[src/rtl/hazard_tnew_tracker.sv]
// Producer-side Tnew/A3 tracker for the E, M and W stages: D-stage stall and forwarding-ready flags.
// Optional stall counter enabled by defining HAZARD_STALL_CNT_EN.
module hazard_tnew_tracker (
    input  logic        clk,
    input  logic        reset,
    input  logic [4:0]  d_a1,
    input  logic [4:0]  d_a2,
    input  logic [1:0]  d_tuse_rs,
    input  logic [1:0]  d_tuse_rt,
    input  logic [4:0]  d_a3,
    input  logic [1:0]  d_tnew,
    output logic        stall,
    output logic [4:0]  e_a3,
    output logic [4:0]  m_a3,
    output logic [4:0]  w_a3,
    output logic [1:0]  e_tnew,
    output logic [1:0]  m_tnew,
    output logic        e_ready,
    output logic        m_ready,
    output logic [31:0] stall_cnt
);

    logic [4:0] e_a3_q, m_a3_q, w_a3_q;
    logic [1:0] e_tnew_q, m_tnew_q;
    logic       stall_rs, stall_rt;

    // A read of $0 or a non-read (tuse == 3) can never be a hazard.
    always_comb begin
        stall_rs = (d_a1 != 5'd0) && (d_tuse_rs != 2'd3) &&
                   (((d_a1 == e_a3_q) && (e_tnew_q > d_tuse_rs)) ||
                    ((d_a1 == m_a3_q) && (m_tnew_q > d_tuse_rs)));
        stall_rt = (d_a2 != 5'd0) && (d_tuse_rt != 2'd3) &&
                   (((d_a2 == e_a3_q) && (e_tnew_q > d_tuse_rt)) ||
                    ((d_a2 == m_a3_q) && (m_tnew_q > d_tuse_rt)));
        stall    = stall_rs || stall_rt;
    end

    always_ff @(posedge clk) begin
        if (reset) begin
            e_a3_q   <= 5'd0;
            e_tnew_q <= 2'd0;
            m_a3_q   <= 5'd0;
            m_tnew_q <= 2'd0;
            w_a3_q   <= 5'd0;
        end else begin
            e_a3_q   <= stall ? 5'd0 : d_a3;
            e_tnew_q <= stall ? 2'd0 : d_tnew;
            m_a3_q   <= e_a3_q;
            m_tnew_q <= (e_tnew_q == 2'd0) ? 2'd0 : e_tnew_q - 2'd1;
            w_a3_q   <= m_a3_q;
        end
    end

    assign e_a3    = e_a3_q;
    assign m_a3    = m_a3_q;
    assign w_a3    = w_a3_q;
    assign e_tnew  = e_tnew_q;
    assign m_tnew  = m_tnew_q;
    assign e_ready = (e_a3_q != 5'd0) && (e_tnew_q == 2'd0);
    assign m_ready = (m_a3_q != 5'd0) && (m_tnew_q == 2'd0);

`ifdef HAZARD_STALL_CNT_EN
    logic [31:0] stall_cnt_q;

    always_ff @(posedge clk) begin
        if (reset) begin
            stall_cnt_q <= 32'd0;
        end else if (stall) begin
            stall_cnt_q <= stall_cnt_q + 32'd1;
        end
    end

    assign stall_cnt = stall_cnt_q;
`else
    assign stall_cnt = 32'd0;
`endif

endmodule

[config.mk]
export PLATFORM = sky130hd
export DESIGN_NAME = hazard_tnew_tracker
export DESIGN_NICKNAME = d
export VERILOG_FILES = /design/src/rtl/hazard_tnew_tracker.sv
export SDC_FILE = /design/constraint.sdc
export NUM_CORES = 1
export LEC_CHECK = 0
export ABC_AREA = 0
export BUFFER_PORTS_ARGS = -buffer_cell sky130_fd_sc_hd__buf_2
export CORE_MARGIN = 1
export CORE_UTILIZATION = 43
export DETAILED_ROUTE_END_ITERATION = 12
export MAX_ROUTING_LAYER = met4
export PLACE_DENSITY = 0.87
export SYNTH_ARGS = -nofsm -noshare
export SYNTH_HDL_FRONTEND = slang
export SYNTH_SLANG_ARGS = --single-unit
[constraint.sdc]
create_clock -name clk -period 3.1 [get_ports clk]
set_input_delay 0.62 -clock clk [delete_from_list [all_inputs] [get_ports clk]]
set_output_delay 0.62 -clock clk [all_outputs]
set_load 0.005 [all_outputs]
# Word-level counts from Yosys, hierarchy flattened
# Index checks and enable logic that the tools add are counted.
dict set report totals {
  input_bits 23
  ff_bits 19
  word_cells 37
  out_inout_bits 54
}
dict set report op_classes {
  n_eq_ne 6
  addsub 1
  reduce_logical 21
  n_lt_le_gt_ge 4
}
# cell n
set op_table {}
lappend op_table {{5-bit equality test} 4}
lappend op_table {{5-bit nonzero test} 4}
lappend op_table {{1-bit logical AND} 10}
lappend op_table {{2-bit > comparator} 4}
lappend op_table {{2-bit logical NOT} 2}
lappend op_table {{2-bit inequality test, second input constant} 2}
lappend op_table {{2-bit OR reduction} 2}
lappend op_table {{1-bit logical OR} 3}
lappend op_table {{2-bit by 1-bit subtractor with 2-bit output, second input constant} 1}

# Depth between registers and ports, before layout
dict set report depth {
  depth_word 6
  mapped_depth 7
  ltp_nobuf 7
}

# Worst setup path after synthesis
# OpenSTA, ideal clock, no wires.
dict set report synth_timing {
  path_type {input -> output}
  from {input d_tuse_rt[1]}
  to {output stall}
  t_required_ns 2.480
  setup_slack_ns 0.264
  n_path_buf 0
  arrival_ns 2.216
  cell_stages 7
  cell_sequence {inv_1 > ha_1 > nand2_1 > nand4_1 > or4_1 > a221oi_2 > or2_1}
}
dict set report synth_via {
  elab_chain_len 5
  elab_cells_between_ends 9
  cone_classes {order compare: 2; eq/ne: 1; reduce/logical: 6}
}
# item line
set synth_rtl {}
lappend synth_rtl {{start, declared} 9} ;# input logic [1:0] d_tuse_rt,
lappend synth_rtl {{2-bit > comparator (on tied branches)} {33, 34}}
lappend synth_rtl {{1-bit logical AND (on tied branches)} {33, 34}}
lappend synth_rtl {{1-bit logical OR} 33} ;# (((d_a2 == e_a3_q) && (e_tnew_q > d_tuse_rt)) ||
lappend synth_rtl {{1-bit logical AND *} 32} ;# stall_rt = (d_a2 != 5'd0) && (d_tuse_rt != 2'd3) &&
lappend synth_rtl {{1-bit logical OR *} 35} ;# stall = stall_rs || stall_rt;
lappend synth_rtl {{end, declared} 12} ;# output logic stall,
# Every way passes the cells marked *; elsewhere a longest branch is shown, timed or not.

# Worst setup path in the final report
dict set report layout_timing {
  from {input d_tuse_rs[1]}
  to {output stall}
}
dict set report layout_via {
  elab_chain_len 5
  elab_cells_between_ends 9
  cone_classes {order compare: 2; eq/ne: 1; reduce/logical: 6}
}
# item line
set layout_rtl {}
lappend layout_rtl {{start, declared} 8} ;# input logic [1:0] d_tuse_rs,
lappend layout_rtl {{2-bit > comparator (on tied branches)} {30, 31}}
lappend layout_rtl {{1-bit logical AND (on tied branches)} {30, 31}}
lappend layout_rtl {{1-bit logical OR} 30} ;# (((d_a1 == e_a3_q) && (e_tnew_q > d_tuse_rs)) ||
lappend layout_rtl {{1-bit logical AND *} 29} ;# stall_rs = (d_a1 != 5'd0) && (d_tuse_rs != 2'd3) &&
lappend layout_rtl {{1-bit logical OR *} 35}
# Marks and branches as above.

==> impl_metrics.csv <==
group,metric,value,unit
run_status,outcome,"finished, final reports clean",
grt,grt_use_total,0.179,
logic_synthesis,avgSynthCellArea,9.12,um^2
grt,grt_pass1_vias,952,
pwr,power.static_leakage,0.747,nW
final_layout,final_area,1460,um^2
final_layout,drive_gt1_frac,0.290,
pwr,internal_power,0.362,mW
final_layout,final_cell_mix,"buf_2, conb_1, dfxtp_1",
critical_path,path_class,"primary input to primary output",
sta,post-route-period-util,0.969,
clock_network,clock_latency,290,ps
logic_synthesis,netlist_instances,139,
clock_network,cts_buffer_depth,2,
routing,wl_per_cell,12.3,um
floorplanning,fp.dieW,56.3,um
clock_network,cts_sinks,19,
floorplanning,design.core.area,2780,um^2
routing,drcViolationCount,0,
grt,grt_overflow,0,
pwr,pwr-share-seq,0.535,
clock_network,numCtsBuffers,3,
placed_design,dpl.hpwl,2.17,mm
pwr,clkPwrFrac,0.234,
pwr,ir_drop,0.000294,V
clock_network,ctsHoldBuffers,0,
clock_network,cts_max_level,1,
logic_synthesis,ys_seq_elements,19,
critical_path,arrival,2380,ps
final_layout,num_antenna_cells,0,
critical_path,cp-end-kind,"primary output",
critical_path,crit_fanout,2,
clock_network,tritoncts,"done",
sta,fmax,333,MHz
floorplanning,ios,77,
routing,via_per_inst,4.65,
pwr,combPwrFrac,0.231,
routing,num_vias,1010,
grt,grt_max_degree,20,
pwr,p_per_area,351,nW/um^2
clock_network,root_buffer,"clkbuf_4",
sta,slew_violations,0,
sta,hold_viol,0,
routing,first_pass_iters,4,
floorplanning,start_util,0.456,
critical_path,critPathLaunchType,"primary input",
sta,finalClockSkew,5.04,ps
sta,period_minus_slack,3000,ps
pwr,power,0.512,mW
grt,antenna_found_initial,0,
worst_hold_path,holdCritPathClass,"flop to flop",
logic_synthesis,yosysUniqueCellTypes,20,
final_layout,n_fill_cell,286,
sta,finalSetupViolations,0,
floorplanning,row_count,19,
logic_synthesis,yosys_warnings,0,
floorplanning,die_area,3170,um^2
routing,drt_iter0_markers,36,
floorplanning,die_h,56.3,um
job,cap_violations,0,
routing,drt_wl_total,2.68,mm
grt,grt_pass1_wl,4.29,mm
placed_design,routabilityCongestion,0.838,
final_layout,layout_commonest_cell,"buf_2",
placed_design,dpl_cell_area,1410,um^2
final_layout,seq_area,380,um^2
final_layout,area_growth_syn_to_layout,14.9,%
critical_path,required,2480,ps
logic_synthesis,ys_seq_area_frac,0.300,
pwr,swShare,0.293,
sta,finalSetupTns,0,ps
clock_network,path_clk_slew,100,ps
final_layout,finalNetCount,219,
logic_synthesis,post_synth_instance_area,1270,um^2
pwr,p_switching,0.150,mW
final_layout,multiInputGateArea,741,um^2
routing,postRouteAntennaNets,0,
placed_design,portBuffers,44,
==> Yosys cell counts <==
library cell / instances / area (um^2)
a211oi_1: 1 / 7.51
a21oi_1: 4 / 20.0
a221oi_2: 2 / 30.0
buf_4: 32 / 240
clkbuf_1: 2 / 7.51
conb_1: 1 / 3.75
dfxtp_1: 19 / 380
ha_1: 9 / 113
inv_1: 9 / 33.8
nand2_1: 4 / 15.0
nand4_1: 4 / 25.0
nor2_1: 3 / 11.3
nor2b_1: 10 / 62.6
nor3_1: 3 / 15.0
nor4b_1: 7 / 61.3
o21a_1: 1 / 7.51
or2_1: 1 / 6.26
or4_1: 7 / 52.6
xnor2_1: 12 / 105
xor2_1: 8 / 70.1
==> flip-flops by register name (all words and copies together), names as in the netlist <==
name,flops
w_a3,5
e_tnew,2
m_a3,5
m_tnew,2
e_a3,5
==> worst max-delay path, stage by stage <==
cell and delay, ps:
buf_2 120, inv_1 60, ha_1 310, nand2_1 70
nand4_1 110, or4_4 560, a221oi_4 270, or2_1 150
buf_2 110
==> through the flow <==
stage	cells	hold slack, ps	setup slack [ps]	util
5_1_grt	217	502	-8.30	0.524
3_3_place_gp	213	441	125	0.507
2_1_floorplan	170	448	264	-
6_report	217	465	96.4	0.524
3_5_place_dp	213	453	84.1	0.507
4_1_cts	217	468	81.4	0.517
==> kinds of logic (layout without fill, tap and decap cells) <==
family                   count (synthesis)  count (layout)  synth area share
flip-flops                              19              19             0.300
AO/OA/AOI/OAI                            8               8            0.0513
adder cells (fa/ha/maj)                  9               9            0.0888
AND/OR/NAND/NOR                         39              39             0.196
other                                    1              32           0.00296
XOR/XNOR                                20              20             0.138
buffers and inverters                   43              59             0.222
==> layer usage <==
| metal | vias to the layer above | global-route usage | wire length (um) |
|---|---|---|---|
| met4 | 0 | 0.0488 | 30 |
| li1 | 501 | - | - |
| met3 | 4 | 0.0323 | 198 |
| met2 | 49 | 0.298 | 1330 |
| met1 | 456 | 0.225 | 1110 |
| met5 | - | - | 0 |
==> final cells by class <==
class | instances | share of cell area
multi-input cells | 108 | 0.509
flip-flops and latches | 19 | 0.261
repair buffers | 46 | 0.162
well taps | 31 | 0.0266
inverters | 9 | 0.0232
clock buffers | 3 | 0.0155
clock inverters | 1 | 0.00344
==> power by group through the flow <==
| stage | sequential [mW] | combinational, mW | clock, mW |
|---|---|---|---|
| 6_report | 0.274 | 0.118 | 0.120 |
| 5_1_grt | 0.276 | 0.134 | 0.134 |
| 4_1_cts | 0.273 | 0.116 | 0.125 |
| 3_5_place_dp | 0.279 | 0.116 | 0 |
| 3_3_place_gp | 0.278 | 0.112 | 0 |
| 2_1_floorplan | 0.275 | 0.0969 | 0 |
==> worst paths after layout <==
| kind | start | endpoint | slack (ps) | cells after the start |
|---|---|---|---|---|
| worst max-delay path | d_tuse_rs[1] | stall | 100 | 9 |
| worst max register to register | m_tnew[0] | e_a3[3] | 960 | 8 |
| worst min-delay path | e_tnew[0] | m_tnew[0] | 460 | 1 |
| worst min register to register | e_tnew[0] | m_tnew[0] | 460 | 1 |
==> timing repair <==
action | 4_1_cts | 5_1_grt
setup buffers | 0 | 0
gates resized for setup | 0 | 3
endpoints found under the setup margin | 0 | 1
No activity file was read; power rests on OpenSTA's default activity.
